==> src/rtl/booth_job_controller_if.sv <==
// Handshake bundle between upstream, the job controller, the Booth multiplier and downstream.
// The slave view belongs to the controller; master is the environment side.
interface booth_job_controller_if;
  logic       in_valid;
  logic       in_ready;
  logic [3:0] in_multiplicand;
  logic [3:0] in_multiplier;
  logic [3:0] mul_multiplicand;
  logic [3:0] mul_multiplier;
  logic       mul_start;
  logic       mul_busy;
  logic [7:0] mul_product;
  logic       out_valid;
  logic       out_ready;
  logic [7:0] out_product;
  logic [7:0] job_count;
  logic       err;

  modport slave (
    input  in_valid, in_multiplicand, in_multiplier, mul_busy, mul_product, out_ready,
    output in_ready, mul_multiplicand, mul_multiplier, mul_start, out_valid, out_product,
           job_count, err
  );

  modport master (
    output in_valid, in_multiplicand, in_multiplier, mul_busy, mul_product, out_ready,
    input  in_ready, mul_multiplicand, mul_multiplier, mul_start, out_valid, out_product,
           job_count, err
  );
endinterface

==> src/rtl/booth_job_controller.sv <==
// Sequences one operand pair at a time through an external Booth multiplier,
// with a per-wait-state watchdog that drops stuck jobs and raises a sticky err.
module booth_job_controller #(
  parameter int TIMEOUT = 32
) (
  input  logic                         clock,
  input  logic                         reset,
  booth_job_controller_if.slave        bus
);

  typedef enum logic [2:0] {IDLE, LAUNCH, WAIT_ACK, WAIT_DONE, HOLD} state_t;

  localparam int CW = $clog2(TIMEOUT + 1);

  state_t        state, nxt;
  logic [CW-1:0] cnt;
  logic          expired;
  logic          abort;

  // cnt holds the number of cycles already spent in the current wait state
  assign expired = (cnt == CW'(TIMEOUT - 1));

  always_ff @(posedge clock or posedge reset) begin
    if (reset) state <= IDLE;
    else       state <= nxt;
  end

  always_comb begin
    nxt   = state;
    abort = 1'b0;
    case (state)
      IDLE:      if (bus.in_valid) nxt = LAUNCH;
      LAUNCH:    nxt = WAIT_ACK;
      WAIT_ACK:
        if (bus.mul_busy) nxt = WAIT_DONE;
        else if (expired) begin nxt = IDLE; abort = 1'b1; end
      WAIT_DONE:
        if (!bus.mul_busy) nxt = HOLD;
        else if (expired)  begin nxt = IDLE; abort = 1'b1; end
      HOLD:      if (bus.out_ready) nxt = IDLE;
      default:   nxt = IDLE;
    endcase
  end

  always_comb begin
    bus.in_ready  = (state == IDLE);
    bus.mul_start = (state == LAUNCH);
    bus.out_valid = (state == HOLD);
  end

  always_ff @(posedge clock or posedge reset) begin
    if (reset) begin
      bus.mul_multiplicand <= 4'h0;
      bus.mul_multiplier   <= 4'h0;
      bus.out_product      <= 8'h00;
      bus.job_count        <= 8'h00;
      bus.err              <= 1'b0;
      cnt                  <= '0;
    end else begin
      if (state == IDLE && bus.in_valid) begin
        bus.mul_multiplicand <= bus.in_multiplicand;
        bus.mul_multiplier   <= bus.in_multiplier;
      end
      if (state == WAIT_DONE && !bus.mul_busy) bus.out_product <= bus.mul_product;
      if (state == HOLD && bus.out_ready)      bus.job_count   <= bus.job_count + 8'd1;
      if (abort)                               bus.err         <= 1'b1;
      // any state change restarts the watchdog, so each wait state gets a fresh budget
      if (state != nxt)                                 cnt <= '0;
      else if (state == WAIT_ACK || state == WAIT_DONE) cnt <= cnt + CW'(1);
    end
  end

endmodule

==> src/flat_wrapper.sv <==
// flat-port wrapper written by rule: the top's interface ports become plain ports
module booth_job_controller_flat 
#(
  parameter int TIMEOUT = 32
)
  (clock, reset, bus_in_valid, bus_in_multiplicand, bus_in_multiplier, bus_mul_busy, bus_mul_product, bus_out_ready, bus_in_ready, bus_mul_multiplicand, bus_mul_multiplier, bus_mul_start, bus_out_valid, bus_out_product, bus_job_count, bus_err);
  booth_job_controller_if bus_i ();
  input  logic clock;
  input  logic reset;
  input wire logic [$bits(bus_i.in_valid)-1:0] bus_in_valid;
  input wire logic [$bits(bus_i.in_multiplicand)-1:0] bus_in_multiplicand;
  input wire logic [$bits(bus_i.in_multiplier)-1:0] bus_in_multiplier;
  input wire logic [$bits(bus_i.mul_busy)-1:0] bus_mul_busy;
  input wire logic [$bits(bus_i.mul_product)-1:0] bus_mul_product;
  input wire logic [$bits(bus_i.out_ready)-1:0] bus_out_ready;
  output wire logic [$bits(bus_i.in_ready)-1:0] bus_in_ready;
  output wire logic [$bits(bus_i.mul_multiplicand)-1:0] bus_mul_multiplicand;
  output wire logic [$bits(bus_i.mul_multiplier)-1:0] bus_mul_multiplier;
  output wire logic [$bits(bus_i.mul_start)-1:0] bus_mul_start;
  output wire logic [$bits(bus_i.out_valid)-1:0] bus_out_valid;
  output wire logic [$bits(bus_i.out_product)-1:0] bus_out_product;
  output wire logic [$bits(bus_i.job_count)-1:0] bus_job_count;
  output wire logic [$bits(bus_i.err)-1:0] bus_err;
  assign bus_i.in_valid = bus_in_valid;
  assign bus_i.in_multiplicand = bus_in_multiplicand;
  assign bus_i.in_multiplier = bus_in_multiplier;
  assign bus_i.mul_busy = bus_mul_busy;
  assign bus_i.mul_product = bus_mul_product;
  assign bus_i.out_ready = bus_out_ready;
  assign bus_in_ready = bus_i.in_ready;
  assign bus_mul_multiplicand = bus_i.mul_multiplicand;
  assign bus_mul_multiplier = bus_i.mul_multiplier;
  assign bus_mul_start = bus_i.mul_start;
  assign bus_out_valid = bus_i.out_valid;
  assign bus_out_product = bus_i.out_product;
  assign bus_job_count = bus_i.job_count;
  assign bus_err = bus_i.err;
  booth_job_controller #(.TIMEOUT(TIMEOUT)) u_core (.clock(clock), .reset(reset), .bus(bus_i));
endmodule
==> config.mk <==
export PLATFORM = sky130hd
export DESIGN_NAME = booth_job_controller_flat
export DESIGN_NICKNAME = d
export VERILOG_FILES = /design/src/rtl/booth_job_controller_if.sv /design/src/rtl/booth_job_controller.sv /design/src/flat_wrapper.sv
export SDC_FILE = /design/constraint.sdc
export NUM_CORES = 1
export LEC_CHECK = 0
export BUFFER_PORTS_ARGS = -buffer_cell sky130_fd_sc_hd__buf_2
export CORE_UTILIZATION = 40
export DETAILED_ROUTE_END_ITERATION = 6
export MAX_ROUTING_LAYER = met4
export PLACE_DENSITY = 0.74
export SLEW_MARGIN = 0
export SYNTH_ARGS = -nofsm -noshare
export SYNTH_HDL_FRONTEND = slang
export SYNTH_SLANG_ARGS = --single-unit
==> constraint.sdc <==
create_clock -name clock -period 3.33 [get_ports clock]
set_input_delay 0.4995 -clock clock [delete_from_list [all_inputs] [get_ports clock]]
set_output_delay 0.4995 -clock clock [all_outputs]
set_load 0.1 [all_outputs]
* Yosys cells after proc, flatten, opt, wreduce, memory -nomap -nowiden
Index checks and enable logic that the tools add are counted.
Storage, ports and cells: register bits 34, bits of input ports 21, logic and storage cells 34
Operators by class: $add $sub $neg 2, eq/ne operators 6, mux-type cells 12, reductions and logical operators 7
Operators by type and width (number):
- $mux W3 | 5
- $pmux W3 S5 | 1
- $mux W6 | 2
- $add A8 B1 Y8 const B | 1
- $add A6 B1 Y6 const B | 1
- $eq A3 B2 Y1 const B | 2
- $eq A6 B5 Y1 const B | 1
- $eq A3 B1 Y1 const B | 1
- $eq A3 B3 Y1 const B | 1
- $logic_and A1 B1 Y1 | 3
- $logic_not A3 Y1 | 1
- $mux W1 | 3
- $ne A3 B3 Y1 | 1
- $pmux W1 S2 | 1
- $reduce_bool A2 Y1 | 1
- $logic_not A1 Y1 | 1
- $logic_or A1 B1 Y1 | 1

* Depth between registers and ports, before layout
Gate-level depths: netlist of the first run.
depth in word-level cells 6, mapped depth 5, depth with buffers taken out 4

* Worst setup path after synthesis of the first run
No wires, ideal clock.
kind register -> output, start point reg u_core.state[0], end point out bus_mul_start, arrival 2587 ps, setup slack 244 ps, cell stages (with the launch flop) 3, buffers on the path 0, cell sequence dfrtp_1 > inv_2 > nor3_1
On the way: word-level cells in the longest chain between the ends 1
RTL lines:
- from (decl) | RTL line booth_job_controller.sv:15 | state_t state, nxt;
- from (signal assigned) | RTL line booth_job_controller.sv:25 | else state <= nxt;
- $eq A3 B1 Y1 | RTL line booth_job_controller.sv:47 | bus.mul_start = (state == LAUNCH);
- to (decl) | RTL line flat_wrapper.sv:19 | output wire logic [$bits(bus_i.mul_start)-1:0] bus_mul_start;
Every way passes these cells.

* Final worst setup path of the first run
start point reg u_core.state[1], end point out bus_out_valid
On the way: word-level cells in the longest chain between the ends 1
RTL lines:
- $eq A3 B3 Y1 | RTL line booth_job_controller.sv:48 | bus.out_valid = (state == HOLD);
- to (decl) | RTL line flat_wrapper.sv:20 | output wire logic [$bits(bus_i.out_valid)-1:0] bus_out_valid;
Every way passes these cells.

==> results of run 1 <==
## cells in the mapped netlist, types with 2 or more instances
| cell type | count | area (sq um) |
|---|---|---|
| a21oi_1 | 3 | 15.0 |
| a22oi_1 | 3 | 22.5 |
| and2_1 | 2 | 12.5 |
| buf_2 | 2 | 10.0 |
| dfrtp_1 | 34 | 851 |
| ha_1 | 2 | 25.0 |
| inv_1 | 3 | 11.3 |
| mux2_2 | 17 | 191 |
| nand2_1 | 5 | 18.8 |
| nand2b_1 | 2 | 12.5 |
| nand3_1 | 4 | 20.0 |
| nand3b_1 | 3 | 22.5 |
| nand4_1 | 2 | 12.5 |
| nor2_1 | 2 | 7.51 |
| nor3_1 | 3 | 15.0 |
| o21ai_0 | 2 | 10.0 |
| or3_1 | 2 | 12.5 |
| xnor2_1 | 8 | 70.1 |
| xor2_1 | 2 | 17.5 |
## placed cells by master, fill, tap and decap left out, drive strengths merged, types with 3 or more instances in the layout
cell type / netlist / layout
nand3: 4 / 4
mux2: 17 / 17
a22oi: 3 / 3
a21oi: 3 / 3
nor3: 4 / 4
nand3b: 3 / 3
nand2: 5 / 5
xnor2: 8 / 8
dfrtp: 34 / 34
inv: 4 / 4
clkbuf: 0 / 7
buf: 3 / 49
## stage by stage
stage                     area [sq um]  cells  util, %  setup WS, ns
final                             1900    218     54.8          1.26
after global routing              1900    218     54.8          1.17
after CTS                         1900    218     54.8          1.26
after detailed placement          1790    210     51.7          1.51
after global placement            1790    210     51.7          1.56
after floorplan                   1510    118        -         0.244
## worst max-delay path: stages, from the launching register on
cell and delay (ns):
dfrtp_1 0.47, nor2_1 0.20, and2_1 0.18, buf_2 0.44
## sequential cells by signal (all words and copies together) (netlist names)
name / count
u_core.bus.job_count: 8
u_core.bus.out_product: 8
u_core.cnt: 6
u_core.bus.mul_multiplicand: 4
u_core.bus.mul_multiplier: 4
u_core.state: 3
u_core.bus.err: 1
## how the worst max path moves through the flow
stage | from | end | cells after the start
final | u_core.state[1] | bus_out_valid | 3
after global routing | u_core.state[0] | bus_mul_start | 3
after CTS | u_core.state[1] | bus_out_valid | 3
after detailed placement | bus_mul_busy | u_core.bus.out_product[4] | 3
after global placement | bus_mul_busy | u_core.bus.out_product[2] | 3
after floorplan | u_core.state[0] | bus_mul_start | 2
## cells by family after synthesis
kind of cell | synth area share, %
flops | 56.5
simple gates | 14.1
mux | 13.4
compound gates | 6.40
xor+xnor | 5.81
buf+inv | 2.16
fa+ha+maj | 1.66
## layout make-up
type | instances | share of cell area, %
clock buffer | 7 | 4.02
clock inverter | 1 | 1.58
inverter | 4 | 0.790
multi-input combinational | 77 | 32.8
sequential | 34 | 44.8
tap | 46 | 3.03
timing repair buffer | 49 | 13.0
## per-layer routing
layer,up-vias,share of wire [%],global-route usage (%)
li1,531,-,-
met1,543,46,20.3
met2,44,46,26.5
met3,7,6.4,3.62
met4,0,1.9,8.24
met5,-,0,-
==> out/qor.yml, run 1 <==
run_status:
  status: "finished, final reports clean"
floorplan:
  start_util_pct: 43.4
  io_pins: 49
  chipHeight_um: 63.4
  dieArea_sq_mm: 0.00402
  rows: 21
  die_x_um: 63.4
  core_area_sq_mm: 0.00347
clock_tree:
  post_cts_buffers: 0
  clk_pin_slew_ns: 0.07
  cts_sinks: 34
  htree_num_levels: 2
  cts_resized: 0
  clockRootBuffer: "clkbuf_8"
  cts_tree: "built"
  clockBufferDepth: 2
  cts-hold-fix-buffers: 0
  cts_made_buffers: 5
  clock_latency_ns: 0.28
logic_synthesis:
  synth_ff_type: "dfrtp_1"
  synth_cell_types: 36
  syn-num-nets: 141
  syn_inst: 118
  synthArstFlopShare_pct: 100
  ys_seq_area_share_pct: 56.5
  ys_ff_latch: 34
  ys_warn_count: 0
  avgSynthCellArea_sq_um: 12.8
  synth_area_sq_mm: 0.00151
  synth-edff-count: 0
finish:
  seq_area_sq_um: 851
  area_growth_pct: 26.2
  fill_cells: 318
  num_antenna_cells: 0
  drive_gt1_share_pct: 44.8
  multi_input_area_sq_um: 623
  nets: 194
route:
  drt-total-wl_um: 2980
  antenna_left: 0
  routedWlPerCell_um: 13.7
  drt_iter0_markers: 28
  num_vias: 1125
  viasPerCell: 5.16
  first_pass_iters: 4
  drc: 0
timing:
  finalClockSkew_ns: 0.00416
  final_max_slew_viol_count: 0
  hold_ws_ns: 0.320
  fin_crit_ns: 2.07
  grt_setup_unrepaired: "no"
  relSlewSlack_pct: 55.9
  fmax_ghz: 0.484
  min_period_over_period_pct: 62.1
  tns_ns: 0
  setup_viol: 0
  hold_viol: 0
  worst_pin_slew_ns: 0.657
worst_setup_path:
  worstPathRequired_ns: 2.83
  regToRegStartpoint: "u_core.state[2]"
  crit_fanout: 9
  r2r_end: "u_core.bus.mul_multiplicand[0]"
  crit_path_end_kind: "output pin"
  cp-start-kind: "flip-flop"
  criticalPathCategory: "flip-flop to output pin"
  worstPathArrival_ns: 1.57
  rrSetupSlack_ns: 1.56
  ff2ff_path_depth: 3
min_path:
  hold_path.class: "input port to async pin"
global_routing:
  overflow: 0
  grt_pass1_vias: 1120
  grt_antenna_before_repair: 0
  grt_max_degree: 35
  grtUsageTotal_pct: 16.8
  grt_pass1_wl_um: 5020
placed_design:
  finalWeightedCongestion: 0.862
  post-dp-hpwl_um: 2200
  io_buffers: 48
job:
  drv_cap: 0
Power of run 1 is left out: the tool's default activity adds up to more than one toggle a clock period on the data nets, which glitch-free logic cannot reach.
==> run 2, diff against run 1 <==
ABC_AREA = 1   (was unset)
PLACE_DENSITY = 0.77   (was 0.74)
clock period = 1.8 ns   (was 3.33 ns; I/O delays follow)
==> out/qor.yml, run 2 <==
finish:
  area_growth_pct: 28.7
  drive_gt1_share_pct: 38.4  # -6.4 points
  final_util_pct: 54.2  # -0.56 points
  fill_cells: 359  # +13%
  largestRegisters: "u_core.bus.job_count: 8 flops, u_core.bus.out_product: 8 flops, u_core.cnt: 6 flops"
  nets: 246  # +27%
  final_cell_mix: "nand2_1, buf_2, dfrtp_1"
  final_common_cell: "nand2_1"
  num_antenna_cells: 0  # unchanged
timing:
  fin_crit_ns: 1.67
  setup_viol: 0  # unchanged
  tns_ns: 0  # unchanged
  hold_viol: 0  # unchanged
  relSlewSlack_pct: 67.5  # +12 points
  hold_ws_ns: 0.180  # -0.140 ns
  min_period_over_period_pct: 92.9
  worst_pin_slew_ns: 0.491  # -0.166 ns
  final_max_slew_viol_count: 0  # unchanged
  finalClockSkew_ns: 0.00421  # +0.0000427 ns
  fmax_ghz: 0.598
  grt_setup_unrepaired: "no"
logic_synthesis:
  synth_largest_area_cell: "dfrtp_1"
  synth_common_cells: "nand2_1, dfrtp_1, nor2_1, inv_1"
  syn-num-nets: 188  # +33%
  netlist_top_cells_area: "dfrtp_1, nand2_1, mux2_2"
  yosysMostFrequentCell: "nand2_1"
  ys_seq_area_share_pct: 54.8  # -1.7 points
  synth_ff_type: "dfrtp_1"
  ys_ff_latch: 34  # unchanged
  syn_inst: 165  # +40%
  synth_cell_types: 20  # -44%
  avgSynthCellArea_sq_um: 9.42  # -26%
  synth_area_sq_mm: 0.00155  # +3.2%
  synthArstFlopShare_pct: 100  # unchanged
  synth_top_cell_area_share_pct: 54.8  # -1.7 points
  ys_warn_count: 0  # unchanged
  synth-edff-count: 0  # unchanged
floorplan:
  die_x_um: 64.3  # +1.5%
  dieArea_sq_mm: 0.00414  # +3.1%
  chipHeight_um: 64.3  # +1.5%
  rows: 22  # +4.8%
  core_area_sq_mm: 0.00369  # +6.3%
  io_pins: 49  # unchanged
  start_util_pct: 42.1  # -1.3 points
min_path:
  hp-start: "bus_mul_product[0]"
  whs_endpoint: "u_core.bus.out_product[0]"
  hold_path_depth: 3
  hold_path.class: "input port to flip-flop"
clock_tree:
  clk_pin_slew_ns: 0.06  # about the same
  cts_sinks: 34  # unchanged
  cts_made_buffers: 5  # unchanged
  clock_latency_ns: 0.28  # about the same
  clockRootBuffer: "clkbuf_8"
  clockBufferDepth: 2  # unchanged
  cts_tree: "built"
  post_cts_buffers: 0  # unchanged
  htree_num_levels: 2  # unchanged
route:
  antenna_left: 0  # unchanged
  num_vias: 1264  # +12%
  viasPerCell: 4.65  # -10%
  drc: 0  # unchanged
  drt-total-wl_um: 2980  # -0.10%
  drt_iter0_markers: 62  # +120%
  first_pass_iters: 4  # unchanged
  routedWlPerCell_um: 11.0  # -20%
global_routing:
  grt_pass1_vias: 1207  # +7.8%
  grt_max_degree: 26  # -26%
  grt_pass1_wl_um: 5250  # +4.5%
  overflow: 0  # unchanged
  grt_antenna_before_repair: 0  # unchanged
  grtUsageTotal_pct: 17.3  # +0.49 points
worst_setup_path:
  regToRegStartpoint: "u_core.state[2]"
  worstPathArrival_ns: 1.40  # -0.17 ns
  crit_fanout: 5  # -4
  critPathBufInv: 2  # +1
  worstPathCellList: "inv_2, nor3_4, clkbuf_4"
  ff2ff_path_depth: 6  # +3
  slowest_delay_ns: 0.44  # -0.03 ns
  critPathTopFamily: "buffers and inverters"
  slowest_stage: "dfrtp_1"
  crit_path_end_kind: "output pin"
  criticalPathCategory: "flip-flop to output pin"
  worstPathRequired_ns: 1.53  # -1.30 ns
  rrSetupSlack_ns: 0.28  # -1.28 ns
  r2r_end: "u_core.cnt[5]"
  cp-start-kind: "flip-flop"
placed_design:
  io_buffers: 48  # unchanged
  post-dp-hpwl_um: 2230  # +1.5%
  finalWeightedCongestion: 0.842  # -2.3%
run_status:
  status: "finished, final reports clean"
job:
  drv_cap: 0  # unchanged
run 2: worst min-delay path: cells and delay by family:
family | cells | cell delay, ns
and+or+nand+nor | 2 | 0.09
buffers and inverters | 1 | 0.07
run 2: worst max path at each step:
stage               startpoint                 endpoint  slack, ns  cells after the start
5_1_grt        u_core.state[2]            bus_out_valid       0.06                      3
2_1_floorplan  u_core.state[1]  u_core.bus.job_count[6]      -0.12                     10
3_3_place_gp   u_core.state[1]            bus_out_valid       0.33                      4
4_1_cts        u_core.state[0]            bus_mul_start       0.03                      3
6_report       u_core.state[0]            bus_mul_start       0.13                      3
3_5_place_dp   u_core.state[1]            bus_out_valid       0.31                      4
run 2: area by class of cell:
| type | count | area (sq um) | area share [%] |
|---|---|---|---|
| Sequential cell | 34 | 852 | 42.6 |
| Multi-Input combinational cell | 116 | 668 | 33.4 |
| Timing Repair Buffer | 51 | 273 | 13.6 |
| Clock buffer | 7 | 86.3 | 4.32 |
| Tap cell | 48 | 60.1 | 3.00 |
| Inverter | 15 | 56.3 | 2.81 |
| Clock inverter | 1 | 5.00 | 0.250 |
run 2: layer usage:
layer / vias up / GRT usage, % / wire length (um)
met4: 0 / 9.44 / 44
met3: 6 / 4.82 / 141
met1: 593 / 19.7 / 1300
li1: 631 / - / -
met5: - / - / 0
met2: 34 / 27.4 / 1490
run 2: through the flow:
stage / setup WS, ns / area (sq um) / cells
after global placement: 0.329 / 1890 / 263
after floorplan: -0.122 / 1580 / 165
after detailed placement: 0.312 / 1890 / 263
final: 0.128 / 2000 / 272
after CTS: 0.0313 / 2000 / 272
after global routing: 0.0570 / 2000 / 272
run 2: what timing repair did:
action                                  CTS  global route
gates cloned                              0             0
resized for setup                         1             2
hold buffers                              1             0
hold endpoints to repair                  9             0
endpoints found under the setup margin    1             2
run 2: cells by family after synthesis:
kind of cell             share of synthesized area (%)
AO/OA/AOI/OAI                                     1.77
XOR/XNOR                                          6.20
adder cells (fa/ha/maj)                           1.61
buffers and inverters                             3.62
flip-flops                                        54.8
multiplexers                                      5.80
AND/OR/NAND/NOR                                   26.2
Power of run 2 is left out for the same reason.
